===== src/rtl/exu_seq_ctrl.sv =====
// Multi-cycle fetch/execute/memory/writeback sequencer for the NPC execute path.
// Define EXU_SEQ_CTRL_PERF_EN to add the cycle_cnt_o / instret_cnt_o counters.
module exu_seq_ctrl #(
  parameter int unsigned TIMEOUT = 255,
  parameter int unsigned CNT_W   = 32
) (
  input  logic             clk_i,
  input  logic             rst_i,
  output logic             ifu_req_o,
  input  logic             ifu_req_ready_i,
  input  logic             ifu_rvalid_i,
  output logic             inst_valid_o,
  input  logic             is_load_i,
  input  logic             is_store_i,
  input  logic             ebreak_i,
  input  logic             exu_rf_wen_i,
  output logic             lsu_req_o,
  input  logic             lsu_ready_i,
  input  logic             lsu_done_i,
  output logic             rf_wen_o,
  output logic             pc_wen_o,
  output logic             trap_o,
  output logic             halted_o,
  output logic             err_o
`ifdef EXU_SEQ_CTRL_PERF_EN
  ,
  output logic [CNT_W-1:0] cycle_cnt_o,
  output logic [CNT_W-1:0] instret_cnt_o
`endif
);

  if (TIMEOUT == 0 || TIMEOUT > 255 || CNT_W == 0) begin : g_param_check
    $error("exu_seq_ctrl: TIMEOUT must be 1..255 and CNT_W non-zero");
  end

  typedef enum logic [2:0] {
    StFetch,
    StFWait,
    StExec,
    StMem,
    StMWait,
    StWb,
    StHalt,
    StErr
  } state_e;

  state_e     state_q, state_d;
  logic [7:0] wd_q, wd_d;
  logic       wd_expire;

  // Expiry fires on the wait cycle that brings the count up to TIMEOUT.
  assign wd_expire = (wd_q == 8'(TIMEOUT - 1));

  always_comb begin
    state_d = state_q;
    wd_d    = wd_q;
    unique case (state_q)
      StFetch: begin
        wd_d = '0;
        if (ifu_req_ready_i) state_d = StFWait;
      end
      StFWait: begin
        wd_d = wd_q + 8'd1;
        if (ifu_rvalid_i) begin
          state_d = StExec;
          wd_d    = '0;
        end else if (wd_expire) begin
          state_d = StErr;
        end
      end
      StExec: begin
        if (ebreak_i)                    state_d = StHalt;
        else if (is_load_i || is_store_i) state_d = StMem;
        else                              state_d = StWb;
      end
      StMem: begin
        wd_d = '0;
        if (lsu_ready_i) state_d = StMWait;
      end
      StMWait: begin
        wd_d = wd_q + 8'd1;
        if (lsu_done_i) begin
          state_d = StWb;
          wd_d    = '0;
        end else if (wd_expire) begin
          state_d = StErr;
        end
      end
      StWb:    state_d = StFetch;
      StHalt:  state_d = StHalt;
      StErr:   state_d = StErr;
      default: state_d = StFetch;
    endcase
  end

  always_ff @(posedge clk_i) begin
    if (rst_i) begin
      state_q <= StFetch;
      wd_q    <= '0;
    end else begin
      state_q <= state_d;
      wd_q    <= wd_d;
    end
  end

  // Everything is forced low while reset is held, whatever state is being left.
  always_comb begin
    ifu_req_o    = 1'b0;
    inst_valid_o = 1'b0;
    lsu_req_o    = 1'b0;
    rf_wen_o     = 1'b0;
    pc_wen_o     = 1'b0;
    trap_o       = 1'b0;
    halted_o     = 1'b0;
    err_o        = 1'b0;
    if (!rst_i) begin
      ifu_req_o    = (state_q == StFetch);
      inst_valid_o = (state_q == StExec);
      lsu_req_o    = (state_q == StMem);
      pc_wen_o     = (state_q == StWb);
      rf_wen_o     = (state_q == StWb) && exu_rf_wen_i && !is_store_i;
      trap_o       = (state_q == StExec) && ebreak_i;
      halted_o     = (state_q == StHalt);
      err_o        = (state_q == StErr);
    end
  end

`ifdef EXU_SEQ_CTRL_PERF_EN
  logic [CNT_W-1:0] cycle_cnt_q, instret_cnt_q;

  always_ff @(posedge clk_i) begin
    if (rst_i) begin
      cycle_cnt_q   <= '0;
      instret_cnt_q <= '0;
    end else begin
      if (state_q != StHalt && state_q != StErr) cycle_cnt_q <= cycle_cnt_q + 1'b1;
      if (state_q == StWb) instret_cnt_q <= instret_cnt_q + 1'b1;
    end
  end

  assign cycle_cnt_o   = cycle_cnt_q;
  assign instret_cnt_o = instret_cnt_q;
`endif

endmodule


===== config.mk =====
export PLATFORM = sky130hd
export DESIGN_NAME = exu_seq_ctrl
export DESIGN_NICKNAME = d
export VERILOG_FILES = /design/src/rtl/exu_seq_ctrl.sv
export SDC_FILE = /design/constraint.sdc
export NUM_CORES = 1
export LEC_CHECK = 0
export BUFFER_PORTS_ARGS = -buffer_cell sky130_fd_sc_hd__buf_2
export CORE_MARGIN = 10
export CORE_UTILIZATION = 40
export CTS_CLUSTER_DIAMETER = 100
export DETAILED_ROUTE_END_ITERATION = 8
export GPL_ROUTABILITY_DRIVEN = 0
export GPL_TIMING_DRIVEN = 0
export PLACE_DENSITY_LB_ADDON = 0.3
export SETUP_SLACK_MARGIN = 0.5
export SLEW_MARGIN = 20
export SYNTH_ARGS = -nofsm -noshare
export SYNTH_HDL_FRONTEND = slang
export SYNTH_SLANG_ARGS = --single-unit

===== constraint.sdc =====
create_clock -name clk_i -period 2.1 [get_ports clk_i]
set_clock_uncertainty 0.15 [all_clocks]
set_input_delay 0.315 -clock clk_i [delete_from_list [all_inputs] [get_ports clk_i]]
set_output_delay 0.315 -clock clk_i [all_outputs]
set_load 0.02 [all_outputs]

-- Word-level counts from Yosys, hierarchy flattened
Cells that the tools add are included.
- add/subtract/negate cells: 1
- equality and inequality tests: 10
- muxes and demuxes: 19
- reductions and logical operators: 9
- operators by type and width (kind ; count):
    $pmux W3 S8 ; 1
    $pmux W8 S3 ; 1
    $mux W3 ; 7
    $mux W8 ; 2
    $eq A3 B3 Y1 const B ; 4
    $add A8 B1 Y8 const B ; 1
    $eq A8 B8 Y1 const B ; 1
    $mux W1 ; 8
    $eq A3 B2 Y1 const B ; 2
    $ne A2 B2 Y1 const B ; 2
    $eq A3 B1 Y1 const B ; 1
    $logic_and A1 B1 Y1 ; 3
    $logic_not A3 Y1 ; 1
    $reduce_bool A3 Y1 ; 1
    $reduce_and A2 Y1 ; 1
    $reduce_or A2 Y1 ; 1
    $logic_not A1 Y1 ; 1
    $logic_or A1 B1 Y1 ; 1
- flip-flop bits (word level): 11
- input port bits: 10
- output and inout bits: 8

-- Longest topological paths before layout
- depth in word-level cells: 4
- mapped depth: 5
- gate-level depth less buffers: 5

-- Least setup slack after synthesis
OpenSTA, ideal clock, no wires.
- path type: flip-flop to output port
- from: register state_q[0]
- to: output port trap_o
- arrival time: 1.459 ns
- setup slack: 0.176 ns
- cell stages (with the launch flop): 5
- cells stage by stage: dfxtp_1 buf_6 clkbuf_1 nor3_1 and2_1
- cells in the longest elaborated chain, start to end: 3
- ends and longest elaborated chain (element ; line ; RTL):
    start: declaration ; 47 ; state_e state_q, state_d;
    start signal: assignment ; 98 ; state_q <= StFetch;
    start signal: assignment ; 101 ; state_q <= state_d;
    $eq A3 B2 Y1 ; 122 ; trap_o = (state_q == StExec) && ebreak_i;
    $logic_and A1 B1 Y1 ; 122 ;
    $mux W1 ; 116 ; if (!rst_i) begin
    end: declaration ; 22 ; output logic trap_o,
Every way passes these cells.

-- Worst setup path in the final report
- from: register state_q[1]
- to: output port rf_wen_o
- cells in the longest elaborated chain, start to end: 4
- ends and longest elaborated chain (element ; line ; RTL):
    $eq A3 B3 Y1 ; 121 ; rf_wen_o = (state_q == StWb) && exu_rf_wen_i && !is_store_i;
    $logic_and A1 B1 Y1 (2 in a row) ; 121 ;
    $mux W1 ; 116 ;
    end: declaration ; 20 ; output logic rf_wen_o,
Every way passes these cells.

==> results.py <==
metrics = {
    "drt": {
        "drt_first_pass_iters": 4,
        "wl_um": 3060,
        "drc": 0,
        "antenna_left": 0,
        "vias_per_cell": 5.89,
        "avgRoutedWirePerCell_um": 19.5,
        "vias": 924,
        "drtIter0Drc": 30,
    },
    "clock_tree": {
        "clock_latency_ns": 0.29,
        "cts_buffers": 3,
        "clkTransAtPathRegs_ns": 0.09,
        "cts_tree": "built",
        "cts_root_buf": "clkbuf_4",
        "cts_sinks": 11,
        "cts_buffer_depth": 2,
        "h-tree-depth": 1,
        "postCtsHoldBufs": 0,
    },
    "pwr": {
        "p_total_w": 0.000655,
        "p_leak_nw": 0.489,
        "p_comb_share_pct": 40.3,
        "seqPwrFrac_pct": 34.0,
        "swShare_pct": 35.1,
        "intPower_w": 0.000425,
        "p_clk_share_pct": 25.6,
        "vdd_ir_drop_max_mv": 0.410,
        "power.switching_w": 0.000230,
        "power_density_nw_per_um2": 487,
    },
    "worst_hold_path": {
        "hold_path_startpoint": "rst_i",
        "hp-class": "primary input to flop",
        "holdPathEnd": "wd_q[1]",
        "hold_depth": 2,
    },
    "yosys": {
        "synth-edff-count": 0,
        "ys.flop_type": "dfxtp_1",
        "post-synth-top-count-cell": "dfxtp_1",
        "async_reset_ff_share_pct": 0,
        "ys_top_cells_by_area": "dfxtp_1 (28%), a211oi_1 (4.9%), nand2b_1 (4.9%)",
        "syn_inst": 95,
        "syn_nets": 107,
        "syn_area_um2": 773,
        "synth_area_per_cell_um2": 8.14,
        "ys_seq_area_share_pct": 28.5,
        "synth.top_cells.by_count": "dfxtp_1 (11), nor2_1 (8), nand2b_1 (6)",
        "synth_seq_cells": 11,
        "yosysTopAreaCell": "dfxtp_1",
        "synth_cell_types": 38,
        "yosys_warnings": 0,
        "synth_top_area_share_pct": 28.5,
    },
    "placed_design": {
        "io_buffers": 17,
        "hpwlAfterDp_um": 1500,
    },
    "grt": {
        "grt.total_usage_pct": 13.3,
        "antenna_found_initial": 0,
        "grt_overflow": 0,
        "grt_pass1_vias": 883,
        "grt_first_pass_wirelength_um": 4390,
        "grt_max_degree": 11,
    },
    "sta": {
        "tightest_slew_ns": 0.602,
        "fmax_ghz": 0.515,
        "rsz0062_at_grt": "yes",
        "maxSlewViolCount": 0,
        "setup_tns_ns": 0,
        "period_needed_ns": 1.94,
        "min_period_over_period_pct": 92.5,
        "finalSetupViolCount": 0,
        "max-slew-margin-rel_pct": 59.9,
        "hold_viol_final": 0,
        "fin_hold_ws_ns": 0.0763,
    },
    "setup_path": {
        "cp-end-kind": "output port",
        "cp.arrival_ns": 1.48,
        "slowest_stage": "dfxtp_4",
        "start_kind": "flop",
        "reg2reg_slack_ns": 0.23,
        "crit_fanout": 3,
        "path_cells": "buf_8 > or2_4 > nor2_4 > and3b_2 > buf_6",
        "cp_slowest_stage_delay_ns": 0.36,
        "timing.rr.start": "state_q[1]",
        "reg2reg_depth": 5,
        "cp_data_required_time_ns": 1.63,
        "path_class": "flop to output port",
        "r2r-end": "wd_q[7]",
    },
    "floorplanning": {
        "io_pins": 18,
        "start_util_pct": 43.4,
        "die_area_um2": 4090,
        "rows": 15,
        "die_y_um": 64.0,
        "die_width_um": 64.0,
        "core_um2": 1780,
    },
    "flow_run": {
        "maxCapViolations": 0,
    },
    "layout": {
        "drive_gt1_share_pct": 57.6,
        "syn2layout_area_growth_pct": 74.1,
        "antenna_cells": 0,
        "fillCellCount": 124,
        "finalNetCount": 145,
    },
    "outcome": {
        "status": "complete, no violations",
    },
}
[power groups by stage]
stage / logic, W / registers [W] / clock network, W
global placement: 0.000132 / 0.000229 / 0
finish: 0.000264 / 0.000223 / 0.000168
CTS: 0.000207 / 0.000223 / 0.000162
detailed placement: 0.000134 / 0.000229 / 0
global route: 0.000278 / 0.000224 / 0.000178
floorplan: 0.000101 / 0.000227 / 0
[state kept, by name, indices dropped and copies added, names as in the netlist]
name     count
wd_q         8
state_q      3
[layout make-up]
type	instances	area, um2	area share (%)
multi-input cells	74	673	50.0
clock buffers	3	22.5	1.67
repair buffers	33	277	20.5
inverters	4	15.0	1.12
clock inverters	1	5.00	0.372
flip-flops and latches	11	231	17.2
plain buffers	6	91.3	6.78
well taps	25	31.3	2.32
[cells by family (layout without fill, tap and decap cells)]
logic type | Yosys count | after routing | synth area share [%]
AND/OR/NAND/NOR | 45 | 45 | 34.1
AO/OA/AOI/OAI | 24 | 24 | 23.0
flip-flops | 11 | 11 | 28.5
buffers and inverters | 10 | 47 | 6.79
adder cells (fa/ha/maj) | 2 | 2 | 3.24
multiplexers | 2 | 2 | 3.24
XOR/XNOR | 1 | 1 | 1.13
[worst max-delay path by stage]
stage               start        to  cells after the start
6_report       state_q[1]  rf_wen_o                      5
5_1_grt        state_q[1]  rf_wen_o                      5
4_1_cts        state_q[1]  rf_wen_o                      5
3_5_place_dp   state_q[0]   wd_q[1]                      4
3_3_place_gp   state_q[0]   wd_q[1]                      4
2_1_floorplan  state_q[0]   wd_q[7]                      5
[placed cells by master, fill, tap and decap left out, drive strengths merged, types with 2 or more instances in the layout]
master,synthesis,final
a211oi,6,6
nand2b,6,6
clkbuf,4,6
o2111ai,2,2
inv,4,4
dfxtp,11,11
o31ai,4,4
ha,2,2
nor3,3,3
nand3b,2,2
a21oi,3,3
or4,4,4
or2,2,2
nand2,3,3
or3,4,4
buf,2,36
nand3,4,4
nor2,8,8
nand4,2,2
o21ai,3,3
[what timing repair did]
action | in CTS | in global routing
gates cloned | 0 | 0
pin swaps | 9 | 8
gates resized for setup | 34 | 22
buffers inserted | 7 | 9
hold endpoints to repair | 0 | 0
setup endpoints to repair | 15 | 16
[worst max-delay path, delay by kind of cell (launching register included)]
kind / cells / cell delay (ns)
simple gates: 3 / 0.59
flops: 1 / 0.36
buf+inv: 2 / 0.24
[layer usage]
| layer | global-route usage [%] | vias to the layer above | wire length, um |
|---|---|---|---|
| met2 | 22.9 | 31 | 1550 |
| met5 | 0 | - | 0 |
| met1 | 15.2 | 448 | 1220 |
| li1 | - | 433 | - |
| met4 | 4.92 | 0 | 134 |
| met3 | 3.66 | 12 | 153 |
[per-stage QoR]
step | util (%) | instance area, um2 | setup WS (ns) | cells
after CTS | 66.3 | 1180 | 0.205 | 148
after detailed placement | 52.1 | 928 | 0.162 | 137
after global routing | 75.5 | 1350 | 0.118 | 157
final | 75.5 | 1350 | 0.157 | 157
after global placement | 52.1 | 928 | 0.156 | 137
after floorplan | - | 812 | 0.364 | 95
(Power assumes the default switching activity.)
